[config.mk]
export PLATFORM = sky130hd
export DESIGN_NAME = fp_result_unpacker_flat
export DESIGN_NICKNAME = d
export VERILOG_FILES = /design/src/rtl/fp_pkg.sv /design/src/rtl/fp_result_unpacker_if.sv /design/src/rtl/fp_result_fifo.sv /design/src/rtl/fp_result_unpacker.sv /design/src/flat_wrapper.sv
export SDC_FILE = /design/constraint.sdc
export NUM_CORES = 1
export LEC_CHECK = 0
export CAP_MARGIN = 10
export CORE_MARGIN = 2
export CORE_UTILIZATION = 30
export DETAILED_ROUTE_END_ITERATION = 8
export DONT_BUFFER_PORTS = 1
export PLACE_DENSITY_LB_ADDON = 0.05
export RECOVER_POWER = 50
export SLEW_MARGIN = 20
export SYNTH_ARGS = -nofsm -noshare
export SYNTH_HDL_FRONTEND = slang
export SYNTH_SLANG_ARGS = --single-unit
export TNS_END_PERCENT = 50
[constraint.sdc]
create_clock -name clk -period 2.9 [get_ports clk]
set_input_delay 0.58 -clock clk [delete_from_list [all_inputs] [get_ports clk]]
set_output_delay 0.58 -clock clk [all_outputs]
set_load 0.02 [all_outputs]
[src/rtl/fp_pkg.sv]
// fp_pkg: shared FP field defaults, class encoding, reference constants and classifier.
package fp_pkg;
   localparam int FP_WIDTH     = 32;
   localparam int FP_EXP_BITS  = 8;
   localparam int FP_MANT_BITS = 23;
   typedef enum logic [2:0] {
      CLS_ZERO   = 3'd0,
      CLS_DENORM = 3'd1,
      CLS_NORMAL = 3'd2,
      CLS_INF    = 3'd3,
      CLS_QNAN   = 3'd4,
      CLS_SNAN   = 3'd5
   } fp_class_e;
   localparam logic [FP_WIDTH-1:0] ZERO           = 32'h0000_0000;
   localparam logic [FP_WIDTH-1:0] NAN            = 32'h7FC0_0000;
   localparam logic [FP_WIDTH-1:0] INF            = 32'h7F80_0000;
   localparam logic [FP_WIDTH-1:0] NEG_INF        = 32'hFF80_0000;
   localparam logic [FP_WIDTH-1:0] MAX_POS        = 32'h7F7F_FFFF;
   localparam logic [FP_WIDTH-1:0] MAX_NEG        = 32'hFF7F_FFFF;
   localparam logic [FP_WIDTH-1:0] MIN_POS        = 32'h0080_0000;
   localparam logic [FP_WIDTH-1:0] MIN_NEG        = 32'h8080_0000;
   localparam logic [FP_WIDTH-1:0] MIN_POS_DENORM = 32'h0000_0001;
   localparam logic [FP_WIDTH-1:0] MIN_NEG_DENORM = 32'h8000_0001;
   // Takes field summary flags so it serves any exponent/mantissa width.
   function automatic fp_class_e fp_classify(input logic exp_zero, input logic exp_ones,
                                             input logic mant_zero, input logic mant_msb);
      return exp_zero ? (mant_zero ? CLS_ZERO : CLS_DENORM) :
             !exp_ones ? CLS_NORMAL :
             mant_zero ? CLS_INF :
             mant_msb ? CLS_QNAN : CLS_SNAN;
   endfunction
endpackage

[src/rtl/fp_result_unpacker_if.sv]
// fp_result_unpacker_if: result stream in, unpacked head out, class counters.
interface fp_result_unpacker_if import fp_pkg::*; #(
   parameter int WIDTH     = FP_WIDTH,
   parameter int EXP_BITS  = FP_EXP_BITS,
   parameter int MANT_BITS = FP_MANT_BITS,
   parameter int CNT_W     = 16
);
   logic                 in_valid;
   logic                 in_ready;
   logic [WIDTH-1:0]     in_result;
   logic                 in_op;
   logic                 out_valid;
   logic                 out_ready;
   logic                 sign_result;
   logic [EXP_BITS-1:0]  exp_result;
   logic [MANT_BITS-1:0] mantissa_result;
   logic                 out_op;
   fp_class_e            out_class;
   logic                 cnt_clear;
   logic [CNT_W-1:0]     cnt_zero;
   logic [CNT_W-1:0]     cnt_denorm;
   logic [CNT_W-1:0]     cnt_inf;
   logic [CNT_W-1:0]     cnt_nan;
   modport master (
      output in_valid, in_result, in_op, out_ready, cnt_clear,
      input  in_ready, out_valid, sign_result, exp_result, mantissa_result, out_op, out_class,
             cnt_zero, cnt_denorm, cnt_inf, cnt_nan
   );
   modport slave (
      input  in_valid, in_result, in_op, out_ready, cnt_clear,
      output in_ready, out_valid, sign_result, exp_result, mantissa_result, out_op, out_class,
             cnt_zero, cnt_denorm, cnt_inf, cnt_nan
   );
endinterface

[src/rtl/fp_result_fifo.sv]
// fp_result_fifo: DEPTH-entry synchronous FIFO; head reads 0 while empty.
module fp_result_fifo #(
   parameter int W     = 36,
   parameter int DEPTH = 4
) (
   input  logic         clk,
   input  logic         rst_n,
   input  logic         push_i,
   input  logic         pop_i,
   input  logic [W-1:0] wdata_i,
   output logic [W-1:0] rdata_o,
   output logic         full_o,
   output logic         empty_o
);
   localparam int AW = $clog2(DEPTH);
   logic [W-1:0] mem_q [DEPTH];
   logic [AW:0]  wptr_q, wptr_d, rptr_q, rptr_d;
   assign full_o  = (wptr_q[AW] != rptr_q[AW]) && (wptr_q[AW-1:0] == rptr_q[AW-1:0]);
   assign empty_o = wptr_q == rptr_q;
   assign rdata_o = empty_o ? '0 : mem_q[rptr_q[AW-1:0]];
   always_comb begin
      wptr_d = (push_i && !full_o) ? wptr_q + 1'b1 : wptr_q;
      rptr_d = (pop_i && !empty_o) ? rptr_q + 1'b1 : rptr_q;
   end
   always_ff @(posedge clk or negedge rst_n)
      if (!rst_n) begin
         wptr_q <= '0;
         rptr_q <= '0;
      end else begin
         wptr_q <= wptr_d;
         rptr_q <= rptr_d;
      end
   always_ff @(posedge clk)
      if (push_i && !full_o) mem_q[wptr_q[AW-1:0]] <= wdata_i;
endmodule

[src/rtl/fp_result_unpacker.sv]
// fp_result_unpacker: buffers add/sub results, classifies them at push time,
// presents the unpacked FIFO head and keeps saturating per-class counts.
module fp_result_unpacker import fp_pkg::*; #(
   parameter int WIDTH     = FP_WIDTH,
   parameter int EXP_BITS  = FP_EXP_BITS,
   parameter int MANT_BITS = FP_MANT_BITS,
   parameter int DEPTH     = 4,
   parameter int CNT_W     = 16
) (
   input logic                 clk,
   input logic                 rst_n,
   fp_result_unpacker_if.slave bus
);
   localparam int PW = WIDTH + 4;
   logic                 full, empty, push, pop;
   logic [EXP_BITS-1:0]  in_exp;
   logic [MANT_BITS-1:0] in_mant;
   fp_class_e            in_cls;
   logic [PW-1:0]        head;
   logic [CNT_W-1:0]     zero_q, zero_d, denorm_q, denorm_d, inf_q, inf_d, nan_q, nan_d;
   assign in_exp  = bus.in_result[WIDTH-2 -: EXP_BITS];
   assign in_mant = bus.in_result[MANT_BITS-1:0];
   assign in_cls  = fp_classify(in_exp == '0, &in_exp, in_mant == '0, in_mant[MANT_BITS-1]);
   assign push    = bus.in_valid && !full;
   assign pop     = bus.out_ready && !empty;
   fp_result_fifo #(.W(PW), .DEPTH(DEPTH)) u_fifo (
      .clk     (clk),
      .rst_n   (rst_n),
      .push_i  (push),
      .pop_i   (pop),
      .wdata_i ({bus.in_op, in_cls, bus.in_result}),
      .rdata_o (head),
      .full_o  (full),
      .empty_o (empty)
   );
   assign bus.in_ready        = !full;
   assign bus.out_valid       = !empty;
   assign bus.out_op          = head[PW-1];
   assign bus.out_class       = fp_class_e'(head[WIDTH +: 3]);
   assign bus.sign_result     = head[WIDTH-1];
   assign bus.exp_result      = head[WIDTH-2 -: EXP_BITS];
   assign bus.mantissa_result = head[MANT_BITS-1:0];
   // Clear happens first, so a push in the clear cycle lands on a zeroed counter.
   function automatic logic [CNT_W-1:0] bump(input logic [CNT_W-1:0] c, input logic en);
      logic [CNT_W-1:0] b;
      b = bus.cnt_clear ? '0 : c;
      return (en && !(&b)) ? b + 1'b1 : b;
   endfunction
   always_comb begin
      zero_d   = bump(zero_q, push && in_cls == CLS_ZERO);
      denorm_d = bump(denorm_q, push && in_cls == CLS_DENORM);
      inf_d    = bump(inf_q, push && in_cls == CLS_INF);
      nan_d    = bump(nan_q, push && (in_cls == CLS_QNAN || in_cls == CLS_SNAN));
   end
   always_ff @(posedge clk or negedge rst_n)
      if (!rst_n) begin
         zero_q   <= '0;
         denorm_q <= '0;
         inf_q    <= '0;
         nan_q    <= '0;
      end else begin
         zero_q   <= zero_d;
         denorm_q <= denorm_d;
         inf_q    <= inf_d;
         nan_q    <= nan_d;
      end
   assign bus.cnt_zero   = zero_q;
   assign bus.cnt_denorm = denorm_q;
   assign bus.cnt_inf    = inf_q;
   assign bus.cnt_nan    = nan_q;
endmodule
[src/flat_wrapper.sv]
// flat-port wrapper written by rule: the top's interface ports become plain ports
module fp_result_unpacker_flat import fp_pkg::*;
#(
   parameter int WIDTH     = FP_WIDTH,
   parameter int EXP_BITS  = FP_EXP_BITS,
   parameter int MANT_BITS = FP_MANT_BITS,
   parameter int DEPTH     = 4,
   parameter int CNT_W     = 16
)
  (clk, rst_n, bus_in_valid, bus_in_result, bus_in_op, bus_out_ready, bus_cnt_clear, bus_in_ready, bus_out_valid, bus_sign_result, bus_exp_result, bus_mantissa_result, bus_out_op, bus_out_class, bus_cnt_zero, bus_cnt_denorm, bus_cnt_inf, bus_cnt_nan);
  fp_result_unpacker_if #(.WIDTH(WIDTH), .EXP_BITS(EXP_BITS), .MANT_BITS(MANT_BITS), .CNT_W(CNT_W)) bus_i ();
  input logic clk;
  input logic rst_n;
  input wire logic [$bits(bus_i.in_valid)-1:0] bus_in_valid;
  input wire logic [$bits(bus_i.in_result)-1:0] bus_in_result;
  input wire logic [$bits(bus_i.in_op)-1:0] bus_in_op;
  input wire logic [$bits(bus_i.out_ready)-1:0] bus_out_ready;
  input wire logic [$bits(bus_i.cnt_clear)-1:0] bus_cnt_clear;
  output wire logic [$bits(bus_i.in_ready)-1:0] bus_in_ready;
  output wire logic [$bits(bus_i.out_valid)-1:0] bus_out_valid;
  output wire logic [$bits(bus_i.sign_result)-1:0] bus_sign_result;
  output wire logic [$bits(bus_i.exp_result)-1:0] bus_exp_result;
  output wire logic [$bits(bus_i.mantissa_result)-1:0] bus_mantissa_result;
  output wire logic [$bits(bus_i.out_op)-1:0] bus_out_op;
  output wire logic [$bits(bus_i.out_class)-1:0] bus_out_class;
  output wire logic [$bits(bus_i.cnt_zero)-1:0] bus_cnt_zero;
  output wire logic [$bits(bus_i.cnt_denorm)-1:0] bus_cnt_denorm;
  output wire logic [$bits(bus_i.cnt_inf)-1:0] bus_cnt_inf;
  output wire logic [$bits(bus_i.cnt_nan)-1:0] bus_cnt_nan;
  assign bus_i.in_valid = bus_in_valid;
  assign bus_i.in_result = bus_in_result;
  assign bus_i.in_op = bus_in_op;
  assign bus_i.out_ready = bus_out_ready;
  assign bus_i.cnt_clear = bus_cnt_clear;
  assign bus_in_ready = bus_i.in_ready;
  assign bus_out_valid = bus_i.out_valid;
  assign bus_sign_result = bus_i.sign_result;
  assign bus_exp_result = bus_i.exp_result;
  assign bus_mantissa_result = bus_i.mantissa_result;
  assign bus_out_op = bus_i.out_op;
  assign bus_out_class = bus_i.out_class;
  assign bus_cnt_zero = bus_i.cnt_zero;
  assign bus_cnt_denorm = bus_i.cnt_denorm;
  assign bus_cnt_inf = bus_i.cnt_inf;
  assign bus_cnt_nan = bus_i.cnt_nan;
  fp_result_unpacker #(.WIDTH(WIDTH), .EXP_BITS(EXP_BITS), .MANT_BITS(MANT_BITS), .DEPTH(DEPTH), .CNT_W(CNT_W)) u_core (.clk(clk), .rst_n(rst_n), .bus(bus_i));
endmodule
Word level (Yosys, flattened, before mapping)

Memory sizes are Yosys's and may differ from the RTL's.
Cells that the tools add are included.

Bits in registers: 70
Bits in writable memories: 144
Input bits: 38
Output and inout port bits: 102
Logic and storage cells: 64
Memories: 1

Add/subtract/negate cells: 6
Eq/ne operators: 7
Multiplexer cells: 16
Reduce and logical (&&, ||, !) cells: 28

Memories:

| name                | words | bits a word | read ports | clocked after Yosys merged registers in | write ports | RTL line             | text |
|---|---|---|---|---|---|---|---|
| u_core.u_fifo.mem_q | 4     | 36          | 1          | 0                                       | 1           | fp_result_fifo.sv:16 | `logic [W-1:0] mem_q [DEPTH];` |

Operators with widths:

| operator                                                         | count |
|---|---|
| 16-bit two-way mux                                               | 8 |
| 16-bit by 1-bit adder with 16-bit output (second input constant) | 4 |
| 16-bit AND reduction                                             | 4 |
| 36-bit two-way mux                                               | 1 |
| 23-bit logical NOT                                               | 1 |
| 1-bit logical AND                                                | 13 |
| 3-bit two-way mux                                                | 3 |
| 8-bit logical NOT                                                | 1 |
| 8-bit AND reduction                                              | 1 |
| 3-bit by 1-bit adder with 3-bit output (second input constant)   | 2 |
| 3-bit == test (second input constant)                            | 2 |
| 1-bit logical NOT                                                | 6 |
| 1-bit two-way mux                                                | 4 |
| 3-bit by 1-bit == test with 1-bit output (second input constant) | 1 |
| 3-bit by 2-bit == test with 1-bit output (second input constant) | 1 |
| 3-bit == test                                                    | 1 |
| 3-bit logical NOT                                                | 1 |
| 2-bit == test                                                    | 1 |
| 1-bit logical OR                                                 | 1 |
| 1-bit inequality test                                            | 1 |

Longest topological paths before layout

Depth in word-level cells: 9
Gate-level depth with buffers: 11
Mapped depth without buffers: 7

Hierarchy

Synthesis repeated with hierarchy kept, for this count alone.

Cell total of the unflattened synthesis: 692
Area, all modules: 9,830.7 sq um

Modules (own cells, without submodules):

| module             | times used | cells an instance | area each (sq um) | sequential area each (sq um) |
|---|---|---|---|---|
| fp_result_fifo     | 1          | 273               | 6,027.0           | 4,474.3 |
| fp_result_unpacker | 1          | 419               | 3,803.6           | 1,601.5 |

Worst setup path after synthesis

No wires, ideal clock.

Path kind: input to register
Start point: in bus_cnt_clear
End point: reg u_core.zero_q[10], in the netlist u_core.bus.cnt_zero[10]
Library setup time: 127 ps
Arrival time: 2,813 ps
Required time: 2,773 ps
Slack: -40 ps
Stages on the path: 10
Buffers on the path: 3
Path through: clkbuf_1 -> clkbuf_1 -> clkbuf_1 -> nor2b_1 -> ha_1 -> and3_1 -> nand4_1 -> nor2_1 -> or4b_1 -> mux2_1

Cells in the longest elaborated chain, start to end: 5
Elaborated cells on any way between the ends: 6
Those cells by class: add/sub (1); mux (2); reduce/logical (3)

RTL lines:

| element                                                                          | RTL line                 | text |
|---|---|---|
| start: declaration                                                               | flat_wrapper.sv:18       | `input wire logic [$bits(bus_i.cnt_clear)-1:0] bus_cnt_clear;` |
| 16-bit two-way mux (*)                                                           | fp_result_unpacker.sv:46 | `b = bus.cnt_clear ? '0 : c;` |
| branches (longest 3 deep; another with 16-bit by 1-bit adder with 16-bit output) | --                       |  |
| 16-bit two-way mux (*)                                                           | fp_result_unpacker.sv:47 | `return (en && !(&b)) ? b + 1'b1 : b;` |
| via u_core.zero_d[10]                                                            | fp_result_unpacker.sv:20 | `logic [CNT_W-1:0] zero_q, zero_d, denorm_q, denorm_d, inf_q, inf_d, nan_q, nan_d;` |
| end signal: assignment                                                           | fp_result_unpacker.sv:62 | `zero_q <= zero_d;` |
| end: declaration                                                                 | fp_result_unpacker.sv:20 |  |

Mark *: on every way through the listed nets, which the timed path passes.
A chain may end at the register's enable or synchronous reset.

Worst setup path after layout

Start point: reg u_core.u_fifo.wptr_q[1]
End point: out bus_mantissa_result[22]

Cells in the longest elaborated chain, start to end: 2

RTL lines:

| element                  | RTL line             | text |
|---|---|---|
| start: declaration       | fp_result_fifo.sv:17 | `logic [AW:0] wptr_q, wptr_d, rptr_q, rptr_d;` |
| start signal: assignment | fp_result_fifo.sv:30 | `wptr_q <= wptr_d;` |
| 3-bit == test            | fp_result_fifo.sv:19 | `assign empty_o = wptr_q == rptr_q;` |
| 36-bit two-way mux       | fp_result_fifo.sv:20 | `assign rdata_o = empty_o ? '0 : mem_q[rptr_q[AW-1:0]];` |
| end: declaration         | flat_wrapper.sv:23   | `output wire logic [$bits(bus_i.mantissa_result)-1:0] bus_mantissa_result;` |

No other way between the ends.

==> results.cfg <==
[timing]
setup_tns_ns = 0
final-setup-viol-count = 0
hold_viol = 0
layout_min_cycle_time_ns = 2.737
fmax_mhz = 365.3
clock_skew_ns = 0.01543
rsz0062_at_grt = true
fin_crit_sh_pct = 94.38
worst_slew_pin_slew_ns = 0.6206
slew_headroom_pct = 58.25
setup_ws_ns = 0.1628
drv_slew = 0

[layout]
stdcell_count = 1125
layout-drive-gt1-share_pct = 18.67
utilization_pct = 35.27
area_growth_pct = 15.40
n_antenna_cell = 0
num-nets-final = 750

[yosys]
yosys-top-cells-count = 144 x edfxtp_1, 70 x dfrtp_1, 42 x and2_1
synth_top_area_share_pct = 44.60
synth_enable_flop_cells = 144
synthesis.nets = 725
async_flop_share_pct = 32.71
syn_inst = 678
synthDistinctLibCells = 53
avgSynthCellArea_um2 = 14.30
synth_top_area_cell = edfxtp_1
synth_ff_type = edfxtp_1
yosysMostFrequentCell = edfxtp_1
yosysSeqAreaShare_pct = 62.67
ys_ff_latch = 214
yosysWarnings = 0
synth.area.top_cells = edfxtp_1 45%, dfrtp_1 18%, mux4_2 8.4%
syn_area_um2 = 9696

[placement]
portBuffers = 0
dp_hpwl_um = 14960
place_inst = 1075
place_ws_ns = 0.1098
gp_congestion = 0.7722

[worst_setup_path]
reg2reg_depth = 8
path_max_fanout = 38
r2r_setup_slack_ns = 0.47
cp_data_arrival_time_ns = 2.16
crit_type = flop to output port
crit_path_end_kind = output port
start_kind = flop
worstPathRequired_ns = 2.32

[clock_tree]
cts_tree = yes
clockBufferDepth = 3
clkSlewWorstSetupHoldPaths_ns = 0.06
clock_sinks = 214
cts_buffers = 26
clk-insertion-delay-late_ns = 0.52
cts_root_buf = clkbuf_16
htree_levels = 1

[flow_run]
maxCapViolCount = 0

[global_route]
grt-ovfl-total = 0
grt_max_degree = 89
gr-usage-all-layers_pct = 13.99
antenna_found_initial = 0
grt_pass1_wl_um = 36530
grt_pass1_vias = 6214

[routing]
drt_first_pass_iters = 6
drc = 0
wl_um = 23590
drt_iter0_drc = 350
via_per_inst = 5.190
antenna_left = 0
via_count = 5839
wl_per_cell_um = 20.97

[status]
status = finished clean

[worst_hold_path]
hold_depth = 1
hp-class = input port to flop

[power]
vdd_ir_drop_max_uv = 554.0
p_total_w = 0.009995
leakagePower_nw = 3.827
power.density_nw_per_um2 = 893.4

[floorplanning]
die_w_um = 183.8
num_rows = 65
chipHeight_um = 183.8
ios = 140
dieArea_um2 = 33770
core_um2 = 31720
start_util_pct = 30.57
per-layer routing:
| metal | vias up | wire, um | GRT usage, % |
|---|---|---|---|
| li1 | 2679 | - | - |
| met1 | 2999 | 9536 | 16.44 |
| met2 | 134 | 11710 | 24.45 |
| met3 | 27 | 1968 | 5.032 |
| met4 | 0 | 373 | 3.232 |
| met5 | - | 0 | 0 |
cells in the final DEF, fill, tap and decap left out, types with 5 or more instances in the layout:
| master | instances |
|---|---|
| edfxtp_1 | 144 |
| dfrtp_1 | 68 |
| and2_1 | 38 |
| mux4_2 | 36 |
| clkbuf_16 | 27 |
| nor2_1 | 26 |
| or4_1 | 26 |
| a21oi_1 | 26 |
| nand3_1 | 25 |
| o31ai_1 | 23 |
| xnor2_1 | 23 |
| nor2b_1 | 22 |
| nand2_1 | 20 |
| buf_4 | 18 |
| nand2b_1 | 17 |
| mux2_2 | 16 |
| nand4_1 | 15 |
| nor3_1 | 14 |
| nor4_1 | 11 |
| inv_1 | 10 |
| clkbuf_1 | 10 |
| and3_1 | 9 |
| ha_1 | 9 |
| clkinv_2 | 7 |
| buf_12 | 6 |
| o21ai_0 | 5 |
report_power, final:
group          internal [W]  total, W  switching, W
clock network       0.00181   0.00306       0.00125
logic               0.00106   0.00301       0.00195
registers           0.00381   0.00393      0.000117
final timing paths:
check,to,from
max,bus_mantissa_result[22],u_core.u_fifo.wptr_q[1]
max reg2reg,u_core.bus.cnt_zero[10],u_core.bus.cnt_zero[1]
max in group asynchronous,u_core.u_fifo.rptr_q[1],rst_n
min reg2reg,u_core.u_fifo.wptr_q[2],u_core.u_fifo.wptr_q[2]
min in group asynchronous,u_core.bus.cnt_zero[9],rst_n
min,u_core.bus.cnt_zero[5],bus_cnt_clear
logic make-up after synthesis:
kind of cell / after synthesis / share of synthesized area [%]
AND/OR/NAND/NOR: 263 / 16.75
flip-flops: 214 / 62.67
AO/OA/AOI/OAI: 68 / 4.710
multiplexers: 54 / 10.44
buffers and inverters: 43 / 1.832
XOR/XNOR: 27 / 2.439
adder cells (fa/ha/maj): 9 / 1.161
state kept, by name, indices dropped and copies added, names as in the netlist:
name                   flops
u_core.bus.cnt_zero       16
u_core.u_fifo.mem_q      144
u_core.bus.cnt_denorm     16
u_core.u_fifo.wptr_q       3
u_core.bus.cnt_inf        16
u_core.bus.cnt_nan        16
u_core.u_fifo.rptr_q       3
worst max-delay path, stage by stage (launching register included):
cell	delay (ns)
dfrtp_1	0.42
xnor2_1	0.31
and2_1	0.25
nand2b_4	0.29
and2_1	0.35
per-stage QoR:
stage | hold slack, ns | instance area [um2]
after global routing | 0.08403 | 11190
after CTS | 0.08737 | 11200
after global placement | 0.2863 | 10350
final | 0.1125 | 11190
after floorplan | 0.2844 | 9697
after detailed placement | 0.2863 | 10350
timing repair:
item | in CTS | in global routing
gates resized for setup | 1 | 0
endpoints found under the setup margin | 37 | 4
hold buffers | 2 | 0
pin swaps | 0 | 0
setup buffers | 0 | 0
hold endpoints to repair | 70 | 0
area by class of cell:
| type | count | area [um2] |
|---|---|---|
| fillers | 3037 | 20530 |
| flip-flops and latches | 214 | 6078 |
| multi-input cells | 421 | 3453 |
| clock buffers | 34 | 711.9 |
| well taps | 402 | 503.0 |
| repair buffers | 30 | 307.8 |
| clock inverters | 14 | 96.34 |
| inverters | 10 | 37.54 |
No activity file was read; power rests on OpenSTA's default activity.
